===== src/rtl/alu_pipe_if.sv =====
// Handshake bundle for alu_pipe: operand/opcode request channel and
// result/flags response channel, plus the multiplier busy indication.
// The producer/consumer side uses the master modport; the ALU uses slave.
interface alu_pipe_if #(
    parameter int WIDTH = 32
);
    logic             in_valid;
    logic             in_ready;
    logic [WIDTH-1:0] inOne;
    logic [WIDTH-1:0] inTwo;
    logic [3:0]       opcode;
    logic             out_valid;
    logic             out_ready;
    logic [WIDTH-1:0] result;
    logic [3:0]       flags;
    logic             busy;

    modport master (
        output in_valid, inOne, inTwo, opcode, out_ready,
        input  in_ready, out_valid, result, flags, busy
    );

    modport slave (
        input  in_valid, inOne, inTwo, opcode, out_ready,
        output in_ready, out_valid, result, flags, busy
    );
endinterface


===== src/rtl/alu_pipe.sv =====
// alu_pipe: handshaked execute ALU with a registered result/flags slot.
// Single-cycle ops (add/sub/logic/move/shift) complete on the accepting edge.
// Optional feature macro ALU_MUL_EN: when defined, opcode 1110 runs an
// iterative shift-add multiplier retiring MUL_STEP bits per cycle and the
// unit reports busy; when undefined, 1110 is treated as an undefined opcode.
// Flags are {N,Z,C,V}. The bus interface WIDTH must match this WIDTH.
module alu_pipe #(
    parameter int WIDTH    = 32,
    parameter int MUL_STEP = 1
) (
    input  logic       clock,
    input  logic       reset_n,
    alu_pipe_if.slave  bus
);
    localparam int SHW = $clog2(WIDTH);

    localparam logic [3:0] OP_ADD   = 4'b0010;
    localparam logic [3:0] OP_SUB   = 4'b1010;
    localparam logic [3:0] OP_AND   = 4'b0110;
    localparam logic [3:0] OP_OR    = 4'b0100;
    localparam logic [3:0] OP_XOR   = 4'b1001;
    localparam logic [3:0] OP_NOR   = 4'b0101;
    localparam logic [3:0] OP_NAND  = 4'b1100;
    localparam logic [3:0] OP_PASSB = 4'b0111;
    localparam logic [3:0] OP_MOV   = 4'b1101;
    localparam logic [3:0] OP_LSL   = 4'b0011;
    localparam logic [3:0] OP_LSR   = 4'b1000;

    // Parameter sanity checks at elaboration time
    if (WIDTH < 8) begin : g_width_chk
        $error("alu_pipe: WIDTH must be >= 8");
    end
    if ((MUL_STEP < 1) || ((WIDTH % MUL_STEP) != 0)) begin : g_step_chk
        $error("alu_pipe: MUL_STEP must divide WIDTH");
    end

    // Shared control/datapath signals
    logic             in_ready_s;
    logic             accept_s;
    logic             is_mul_s;
    logic             mul_done_s;
    logic [WIDTH-1:0] mul_sum_s;

    // Single-cycle datapath signals
    logic [SHW-1:0]   sh_amt_s;
    logic [WIDTH:0]   ext_s;
    logic [WIDTH-1:0] alu_res_s;
    logic             alu_c_s;
    logic             alu_v_s;
    logic [3:0]       alu_flags_s;

    // Output slot registers
    logic             out_valid_r;
    logic [WIDTH-1:0] result_r;
    logic [3:0]       flags_r;

    assign sh_amt_s = bus.inTwo[SHW-1:0];

    // Single-cycle operation result and carry/overflow for the presented operands
    always_comb begin
        ext_s     = '0;
        alu_res_s = '0;
        alu_c_s   = 1'b0;
        alu_v_s   = 1'b0;
        case (bus.opcode)
            OP_ADD: begin
                ext_s     = {1'b0, bus.inOne} + {1'b0, bus.inTwo};
                alu_res_s = ext_s[WIDTH-1:0];
                alu_c_s   = ext_s[WIDTH];
                alu_v_s   = (bus.inOne[WIDTH-1] == bus.inTwo[WIDTH-1]) &&
                            (alu_res_s[WIDTH-1] != bus.inOne[WIDTH-1]);
            end
            OP_SUB: begin
                // A + ~B + 1: carry-out set means no borrow (A >= B unsigned)
                ext_s     = {1'b0, bus.inOne} + {1'b0, ~bus.inTwo} + {{WIDTH{1'b0}}, 1'b1};
                alu_res_s = ext_s[WIDTH-1:0];
                alu_c_s   = ext_s[WIDTH];
                alu_v_s   = (bus.inOne[WIDTH-1] != bus.inTwo[WIDTH-1]) &&
                            (alu_res_s[WIDTH-1] != bus.inOne[WIDTH-1]);
            end
            OP_AND:   alu_res_s = bus.inOne & bus.inTwo;
            OP_OR:    alu_res_s = bus.inOne | bus.inTwo;
            OP_XOR:   alu_res_s = bus.inOne ^ bus.inTwo;
            OP_NOR:   alu_res_s = ~(bus.inOne | bus.inTwo);
            OP_NAND:  alu_res_s = ~(bus.inOne & bus.inTwo);
            OP_PASSB: alu_res_s = bus.inTwo;
            OP_MOV:   alu_res_s = bus.inOne;
            OP_LSL: begin
                // Extra top bit catches the last bit shifted out; zero for amount 0
                ext_s     = {1'b0, bus.inOne} << sh_amt_s;
                alu_res_s = ext_s[WIDTH-1:0];
                alu_c_s   = ext_s[WIDTH];
            end
            OP_LSR: begin
                // Extra bottom bit catches the last bit shifted out; zero for amount 0
                ext_s     = {bus.inOne, 1'b0} >> sh_amt_s;
                alu_res_s = ext_s[WIDTH:1];
                alu_c_s   = ext_s[0];
            end
            default: begin
                alu_res_s = '0;
                alu_c_s   = 1'b0;
                alu_v_s   = 1'b0;
            end
        endcase
        alu_flags_s = {alu_res_s[WIDTH-1], (alu_res_s == '0), alu_c_s, alu_v_s};
    end

`ifdef ALU_MUL_EN
    localparam logic [3:0] OP_MUL = 4'b1110;
    localparam int STEPS = WIDTH / MUL_STEP;
    localparam int CW    = (STEPS > 1) ? $clog2(STEPS) : 1;

    typedef enum logic [0:0] {
        ST_IDLE = 1'b0,
        ST_MUL  = 1'b1
    } state_t;

    state_t           state_r;
    state_t           state_nxt_s;
    logic             busy_r;
    logic             drain_ok_s;
    logic             last_step_s;
    logic             step_s;
    logic [CW-1:0]    count_r;
    logic [WIDTH-1:0] mcand_r;
    logic [WIDTH-1:0] mplier_r;
    logic [WIDTH-1:0] acc_r;
    logic [WIDTH-1:0] part_s;

    assign is_mul_s = (bus.opcode == OP_MUL);
    assign bus.busy = busy_r;

    // FSM state register; busy mirrors the registered state
    always_ff @(posedge clock) begin
        if (!reset_n) begin
            state_r <= ST_IDLE;
            busy_r  <= 1'b0;
        end else begin
            state_r <= state_nxt_s;
            busy_r  <= (state_nxt_s == ST_MUL);
        end
    end

    // FSM next state: enter MUL on a multiply accept, leave when the last step retires
    always_comb begin
        state_nxt_s = state_r;
        case (state_r)
            ST_IDLE: begin
                if (accept_s && is_mul_s) begin
                    state_nxt_s = ST_MUL;
                end else begin
                    state_nxt_s = ST_IDLE;
                end
            end
            ST_MUL: begin
                if (mul_done_s) begin
                    state_nxt_s = ST_IDLE;
                end else begin
                    state_nxt_s = ST_MUL;
                end
            end
            default: state_nxt_s = ST_IDLE;
        endcase
    end

    // FSM outputs: acceptance gating and multiplier step strobes
    always_comb begin
        drain_ok_s  = !out_valid_r || bus.out_ready;
        in_ready_s  = reset_n && (state_r == ST_IDLE) && drain_ok_s;
        accept_s    = bus.in_valid && in_ready_s;
        last_step_s = (count_r == CW'(STEPS - 1));
        // The final step only retires once the output slot can take the product
        if (state_r == ST_MUL) begin
            step_s     = !last_step_s || drain_ok_s;
            mul_done_s = last_step_s && drain_ok_s;
        end else begin
            step_s     = 1'b0;
            mul_done_s = 1'b0;
        end
    end

    // Partial product for the MUL_STEP multiplier bits retired this cycle
    always_comb begin
        part_s = '0;
        for (int j = 0; j < MUL_STEP; j++) begin
            if (mplier_r[j]) begin
                part_s = part_s + (mcand_r << j);
            end else begin
                part_s = part_s;
            end
        end
        mul_sum_s = acc_r + part_s;
    end

    // Multiplier operands/accumulator: latch on accept, advance one step per MUL cycle
    always_ff @(posedge clock) begin
        if (!reset_n) begin
            count_r  <= '0;
            mcand_r  <= '0;
            mplier_r <= '0;
            acc_r    <= '0;
        end else if (accept_s && is_mul_s) begin
            count_r  <= '0;
            mcand_r  <= bus.inOne;
            mplier_r <= bus.inTwo;
            acc_r    <= '0;
        end else if (step_s) begin
            count_r  <= count_r + CW'(1);
            mcand_r  <= mcand_r << MUL_STEP;
            mplier_r <= mplier_r >> MUL_STEP;
            acc_r    <= mul_sum_s;
        end else begin
            count_r  <= count_r;
            mcand_r  <= mcand_r;
            mplier_r <= mplier_r;
            acc_r    <= acc_r;
        end
    end
`else
    assign is_mul_s   = 1'b0;
    assign mul_done_s = 1'b0;
    assign mul_sum_s  = '0;
    assign bus.busy   = 1'b0;

    // Without the multiplier only the output slot gates acceptance
    always_comb begin
        in_ready_s = reset_n && (!out_valid_r || bus.out_ready);
        accept_s   = bus.in_valid && in_ready_s;
    end
`endif

    // Output slot: load on single-cycle accept or multiply completion, clear once consumed
    always_ff @(posedge clock) begin
        if (!reset_n) begin
            out_valid_r <= 1'b0;
            result_r    <= '0;
            flags_r     <= 4'b0000;
        end else if (accept_s && !is_mul_s) begin
            out_valid_r <= 1'b1;
            result_r    <= alu_res_s;
            flags_r     <= alu_flags_s;
        end else if (mul_done_s) begin
            out_valid_r <= 1'b1;
            result_r    <= mul_sum_s;
            flags_r     <= {mul_sum_s[WIDTH-1], (mul_sum_s == '0), 1'b0, 1'b0};
        end else if (bus.out_ready) begin
            out_valid_r <= 1'b0;
            result_r    <= result_r;
            flags_r     <= flags_r;
        end else begin
            out_valid_r <= out_valid_r;
            result_r    <= result_r;
            flags_r     <= flags_r;
        end
    end

    assign bus.in_ready  = in_ready_s;
    assign bus.out_valid = out_valid_r;
    assign bus.result    = result_r;
    assign bus.flags     = flags_r;
endmodule


===== src/flat_wrapper.sv =====
// flat-port wrapper written by rule: the top's interface ports become plain ports
module alu_pipe_flat 
#(
    parameter int WIDTH    = 32,
    parameter int MUL_STEP = 1
)
  (clock, reset_n, bus_in_valid, bus_inOne, bus_inTwo, bus_opcode, bus_out_ready, bus_in_ready, bus_out_valid, bus_result, bus_flags, bus_busy);
  alu_pipe_if #(.WIDTH(WIDTH)) bus_i ();
  input  logic clock;
  input  logic reset_n;
  input wire logic [$bits(bus_i.in_valid)-1:0] bus_in_valid;
  input wire logic [$bits(bus_i.inOne)-1:0] bus_inOne;
  input wire logic [$bits(bus_i.inTwo)-1:0] bus_inTwo;
  input wire logic [$bits(bus_i.opcode)-1:0] bus_opcode;
  input wire logic [$bits(bus_i.out_ready)-1:0] bus_out_ready;
  output wire logic [$bits(bus_i.in_ready)-1:0] bus_in_ready;
  output wire logic [$bits(bus_i.out_valid)-1:0] bus_out_valid;
  output wire logic [$bits(bus_i.result)-1:0] bus_result;
  output wire logic [$bits(bus_i.flags)-1:0] bus_flags;
  output wire logic [$bits(bus_i.busy)-1:0] bus_busy;
  assign bus_i.in_valid = bus_in_valid;
  assign bus_i.inOne = bus_inOne;
  assign bus_i.inTwo = bus_inTwo;
  assign bus_i.opcode = bus_opcode;
  assign bus_i.out_ready = bus_out_ready;
  assign bus_in_ready = bus_i.in_ready;
  assign bus_out_valid = bus_i.out_valid;
  assign bus_result = bus_i.result;
  assign bus_flags = bus_i.flags;
  assign bus_busy = bus_i.busy;
  alu_pipe #(.WIDTH(WIDTH), .MUL_STEP(MUL_STEP)) u_core (.clock(clock), .reset_n(reset_n), .bus(bus_i));
endmodule

===== config.mk =====
export PLATFORM = sky130hd
export DESIGN_NAME = alu_pipe_flat
export DESIGN_NICKNAME = d
export VERILOG_FILES = /design/src/rtl/alu_pipe_if.sv /design/src/rtl/alu_pipe.sv /design/src/flat_wrapper.sv
export SDC_FILE = /design/constraint.sdc
export NUM_CORES = 1
export LEC_CHECK = 0
export BUFFER_PORTS_ARGS = -buffer_cell sky130_fd_sc_hd__buf_2
export CAP_MARGIN = 20
export CORE_ASPECT_RATIO = 0.75
export CORE_MARGIN = 4
export CORE_UTILIZATION = 53
export CTS_CLUSTER_SIZE = 25
export DETAILED_ROUTE_END_ITERATION = 6
export PLACE_DENSITY = 0.72
export SYNTH_ARGS = -nofsm -noshare
export SYNTH_HDL_FRONTEND = slang
export SYNTH_SLANG_ARGS = --single-unit

===== constraint.sdc =====
create_clock -name clock -period 4.25 [get_ports clock]
set_input_delay 0 -clock clock [delete_from_list [all_inputs] [get_ports clock]]
set_output_delay 0 -clock clock [all_outputs]
set_load 0.02 [all_outputs]

### Yosys cells after proc, flatten, opt, wreduce, memory -nomap -nowiden

Cells that the tools add are included.

* flip-flop bits (word level): 37
* output and inout bits: 39
* input bits: 72

* bitwise logic cells: 6
* mux-type cells: 5
* reduce and logical (&&, ||, !) cells: 8
* eq/ne operators: 15
* $add $sub $neg: 3
* shift-type cells: 2

Operator list (count)
* $pmux 32 s11: 1
* $not 32->32: 3
* $add 32x32->33: 2
* $add 33x1->33 const B: 1
* $shl 32x5->33: 1
* $shr 33x5->33: 1
* $and 32x32->32: 1
* $logic_not 32->1: 1
* $or 32x32->32: 1
* $xor 32x32->32: 1
* $eq 4x4->1 const B: 5
* $eq 4x3->1 const B: 4
* $eq 4x2->1 const B: 2
* $logic_and 1x1->1: 4
* $pmux 1 s4: 1
* $ne 1x1->1: 3
* $mux 1: 2
* $pmux 1 s2: 1
* $reduce_bool 2->1: 1
* $eq 1x1->1: 1
* $logic_not 1->1: 1
* $logic_or 1x1->1: 1

### Logic depth before layout (Yosys ltp)

* depth in word-level cells: 6
* mapped depth: 18
* mapped depth without buffers: 14

### Least setup slack after synthesis

No wires, ideal clock.

* path kind: input to register
* start: input bus_inTwo[2]
* end: register u_core.flags_r[2], in the netlist u_core.bus.flags[2]
* arrival: 3.551 ns
* cell stages on the path: 18
* slack: 0.612 ns
* path buffers: 5
* cells stage by stage: buf_6 > buf_12 > buf_12 > inv_1 > clkbuf_1 > ha_1 > buf_2 > nor2b_1 > a2111o_1 > a31oi_2 > a31oi_2 > a311oi_2 > a41oi_1 > a2111oi_2 > a2bb2oi_1 > nor2_1 > nand4_1 > o31ai_1

* word-level cells in the longest chain between the ends: 5
* elaborated cells between the ends (all ways): 13
* those cells by class: 3 x add/sub; 2 x shift; 1 x mux; 6 x bitwise; 1 x reduce/logical

RTL lines
* from (decl): line flat_wrapper.sv:13 `input wire logic [$bits(bus_i.inTwo)-1:0] bus_inTwo;`
* $not 32->32: line alu_pipe.sv:75 `ext_s = {1'b0, bus.inOne} + {1'b0, ~bus.inTwo} + {{WIDTH{1'b0}}, 1'b1};`
* $add 32x32->33: line alu_pipe.sv:75
* $add 33x1->33: line alu_pipe.sv:75
* $pmux 32 s11 (*): line alu_pipe.sv:65 `case (bus.opcode)`
* $logic_not 32->1 (*): line alu_pipe.sv:106 `alu_flags_s = {alu_res_s[WIDTH-1], (alu_res_s == '0), alu_c_s, alu_v_s};`
* to (signal assigned): line alu_pipe.sv:242 `flags_r <= alu_flags_s;`
* to (signal assigned): line alu_pipe.sv:246 `flags_r <= {mul_sum_s[WIDTH-1], (mul_sum_s == '0), 1'b0, 1'b0};`
* to (signal assigned): line alu_pipe.sv:250 `flags_r <= flags_r;`
* to (decl): line alu_pipe.sv:55 `logic [3:0] flags_r;`

Mark *: on every way between the ends. The rest lies on a longest branch, timed or not.
A chain may end at the register's enable or synchronous reset.

### Final worst setup path

* start: input bus_inOne[0]
* end: register u_core.flags_r[2], in the netlist u_core.bus.flags[2]

* word-level cells in the longest chain between the ends: 4
* elaborated cells between the ends (all ways): 12
* those cells by class: 3 x add/sub; 2 x shift; 1 x mux; 5 x bitwise; 1 x reduce/logical

RTL lines
* from (decl): line flat_wrapper.sv:12 `input wire logic [$bits(bus_i.inOne)-1:0] bus_inOne;`
* $add 32x32->33 (tied with other cells): line alu_pipe.sv:75
* $add 33x1->33 (tied with other cells): line alu_pipe.sv:75
* $pmux 32 s11 (*): line alu_pipe.sv:65
* $logic_not 32->1 (*): line alu_pipe.sv:106

Marked as above.

==> run metrics <==
simple-gate share of the synthesized area=0.2276; Leak=5.674 nW; Max Cap Violations=0; Unique masters post-synth=106; failing checks=DRC; H-tree levels=2; most frequent cells in the layout=145 x nand2_1, 131 x nor2_1, 118 x a21oi_1; setup TNS=0 ps; status=finished with violations; top_reg_cell synth=dfxtp_1; final instance area=~0.013 mm2; final period utilization=0.9424; Avg Cell Area, Syn=just over 7 um2; total clock sinks=36; Resized cells post-CTS=0; Post-CTS Setup Repair Bufs=0; Clock Pin Slew Worst Setup and Hold Paths=60 ps; WP data arrival=approximately 4200 ps; initial antenna violation count=0; CTS hold repair buffers=1; largest net degree at the start of global routing=67; reg2reg end=u_core.bus.flags[2]; register area share after synthesis=0.05911; Pins Over Slew Limit=0; asr flop ratio synth=0; routed vias=15560; vias per std cell=7.487; die width=183.1 um; Syn Nets=1905; HPWL after DPL=46960 um; FP Rows=47; Slew Limit Headroom=0.1672; placed cell area=0.01313 mm2; first-pass GRT wire length=89060 um; share of post-route cells with drive strength above 1=0.1777; Initial DRC Count=2723; Clock Tree Root=clkbuf_16; Clk Latency, worst-skew pair=290 ps; Mapped Cells=around 1700; startpoint types=input pin; cts bufs inserted=5; routed len/inst=roughly 29 um; Clock Tree Buf Depth=2; crit path launch=bus_inOne[0]; worst r2r path cells=11; antenna cells=0; WL final=59360 um; ANT nets after route=0; Final Hold Fails=0; Initial Util=0.5456; io pins=111; min-delay worst type=in -> reg; Crit Path Category=in -> reg; worst reg-to-reg setup slack=1390 ps; XOR/XNOR Fraction of Synth Area=0.01580; synthesized area=roughly 0.012 mm2; GRT Total Usage=0.4425; RSZ-0062 raised after global routing=no; Worst Path Required=between 4000 and 5000 ps; core area=0.02235 mm2; vias in the first global route=14030; DRC=11; TritonCTS clock tree=done; Congestion Overflow GR=0; area growth from synthesis to layout=9.102%; Critical R2R Launch=u_core.bus.out_valid; multiplexer area fraction after synthesis=0.1383; commonest non-fill, non-tap cell in the layout=nand2_1; largest family of logic cells by synthesized area=compound AO/OA/AOI/OAI gates; Pre-antenna DRT Iters=7; die height=139.4 um; crit-path max FO=8; FMAX=roughly 250 MHz; Worst Setup EP=u_core.bus.flags[2]; Port Buf Inserts=between 100 and 150; Final #Nets=a little under 2000; compound-gate portion of the synthesized area=0.3500; final setup vio count=0; clk_skew=a little over 8 ps; Worst-Margin Slew=1246 ps; PwrDens=195.2 mW/mm2; flop and latch count out of synthesis=36; die area=0.02552 mm2; Synth warnings=0; VDD IR max=0.2045 mV; Crit. End Element=flop; number of synthesized flops with an enable pin=0; GP Congestion=about 1.1; Adder-Cell Fraction of Synth Area=0.1090; Final min period=4005 ps
-- how the worst min path moves through the flow --
stage             startpoint                    to  cells after the start
3_3_place_gp   bus_out_ready  u_core.bus.out_valid                      3
3_5_place_dp    bus_in_valid  u_core.bus.out_valid                      3
6_report       bus_out_ready  u_core.bus.out_valid                      3
4_1_cts        bus_out_ready  u_core.bus.out_valid                      3
2_1_floorplan   bus_in_valid  u_core.bus.out_valid                      2
5_1_grt        bus_out_ready  u_core.bus.out_valid                      3
-- power breakdown --
part | switching (mW) | internal, mW
registers | 0.0163 | 0.368
clock network | 0.164 | 0.276
logic | 1.16 | 0.611
total | 1.34 | 1.26
-- layout make-up --
type | instances | area, um2
Clock inverter | 3 | 42.54
Timing Repair Buffer | 207 | 1336
Multi-Input combinational cell | 1422 | 10290
Tap cell | 294 | 367.9
Clock buffer | 5 | 125.1
Fill cell | 2202 | 9044
Inverter | 111 | 416.7
Sequential cell | 36 | 720.7
-- cells by family after synthesis --
family / Yosys count
buf+inv: 270
other cells: 1
fa+ha+maj: 105
simple gates: 558
xor+xnor: 22
flops: 36
compound gates: 610
mux: 126
-- worst max-delay path, stage by stage --
cell,delay (ps)
buf_2,180
inv_1,100
ha_1,220
fa_1,430
o21bai_1,290
nand4_1,180
a21oi_1,370
a21oi_1,330
o31ai_1,520
a31oi_1,310
a221o_1,370
a21oi_1,200
nor4b_1,290
nand4_1,140
o31ai_1,270
-- synth_stat cells, drive strengths merged, types with 19 or more instances --
| cell | instances | area [um2] |
|---|---|---|
| and2 | 21 | 133.9 |
| o21ai | 107 | 539.3 |
| nor2b | 33 | 206.5 |
| mux2 | 29 | 352.8 |
| nor3 | 40 | 200.2 |
| inv | 110 | 412.9 |
| o22ai | 33 | 212.7 |
| dfxtp | 36 | 720.7 |
| a221oi | 24 | 222.7 |
| buf | 62 | 436.7 |
| mux2i | 68 | 680.7 |
| ha | 103 | 1289 |
| o221ai | 19 | 166.4 |
| o211ai | 28 | 210.2 |
| nand2 | 147 | 554.3 |
| mux4 | 29 | 653.1 |
| a211oi | 40 | 300.3 |
| a21oi | 118 | 590.6 |
| nand3 | 69 | 345.3 |
| a31oi | 23 | 156.4 |
| a22oi | 41 | 307.8 |
| nor2 | 132 | 498.0 |
| nor4 | 22 | 156.4 |
| clkbuf | 97 | 364.1 |
-- through the flow --
step           setup slack, ps  instances  power [mW]  hold WS [ps]  utilization
5_1_grt                  113.8       2078       2.702         32.11       0.5953
3_5_place_dp             209.3       2069       2.065         311.8       0.5873
6_report                 244.8       2078       2.597         7.946       0.5953
4_1_cts                  441.4       2078       2.505         9.775       0.5953
2_1_floorplan            611.5       1728       1.481         139.1            -
3_3_place_gp             254.4       2069       2.054         287.8       0.5873
-- per-layer routing --
layer,GRT usage,wire [um]
met1,0.6179,23110
met2,0.6308,23300
met4,0.1806,3674
met3,0.1359,9285
met5,0,0
-- state kept, by name (all words and copies together), names as in the netlist --
register,cells
u_core.bus.out_valid,1
u_core.bus.result,31
u_core.bus.flags,4
No activity file was read; power rests on OpenSTA's default activity.
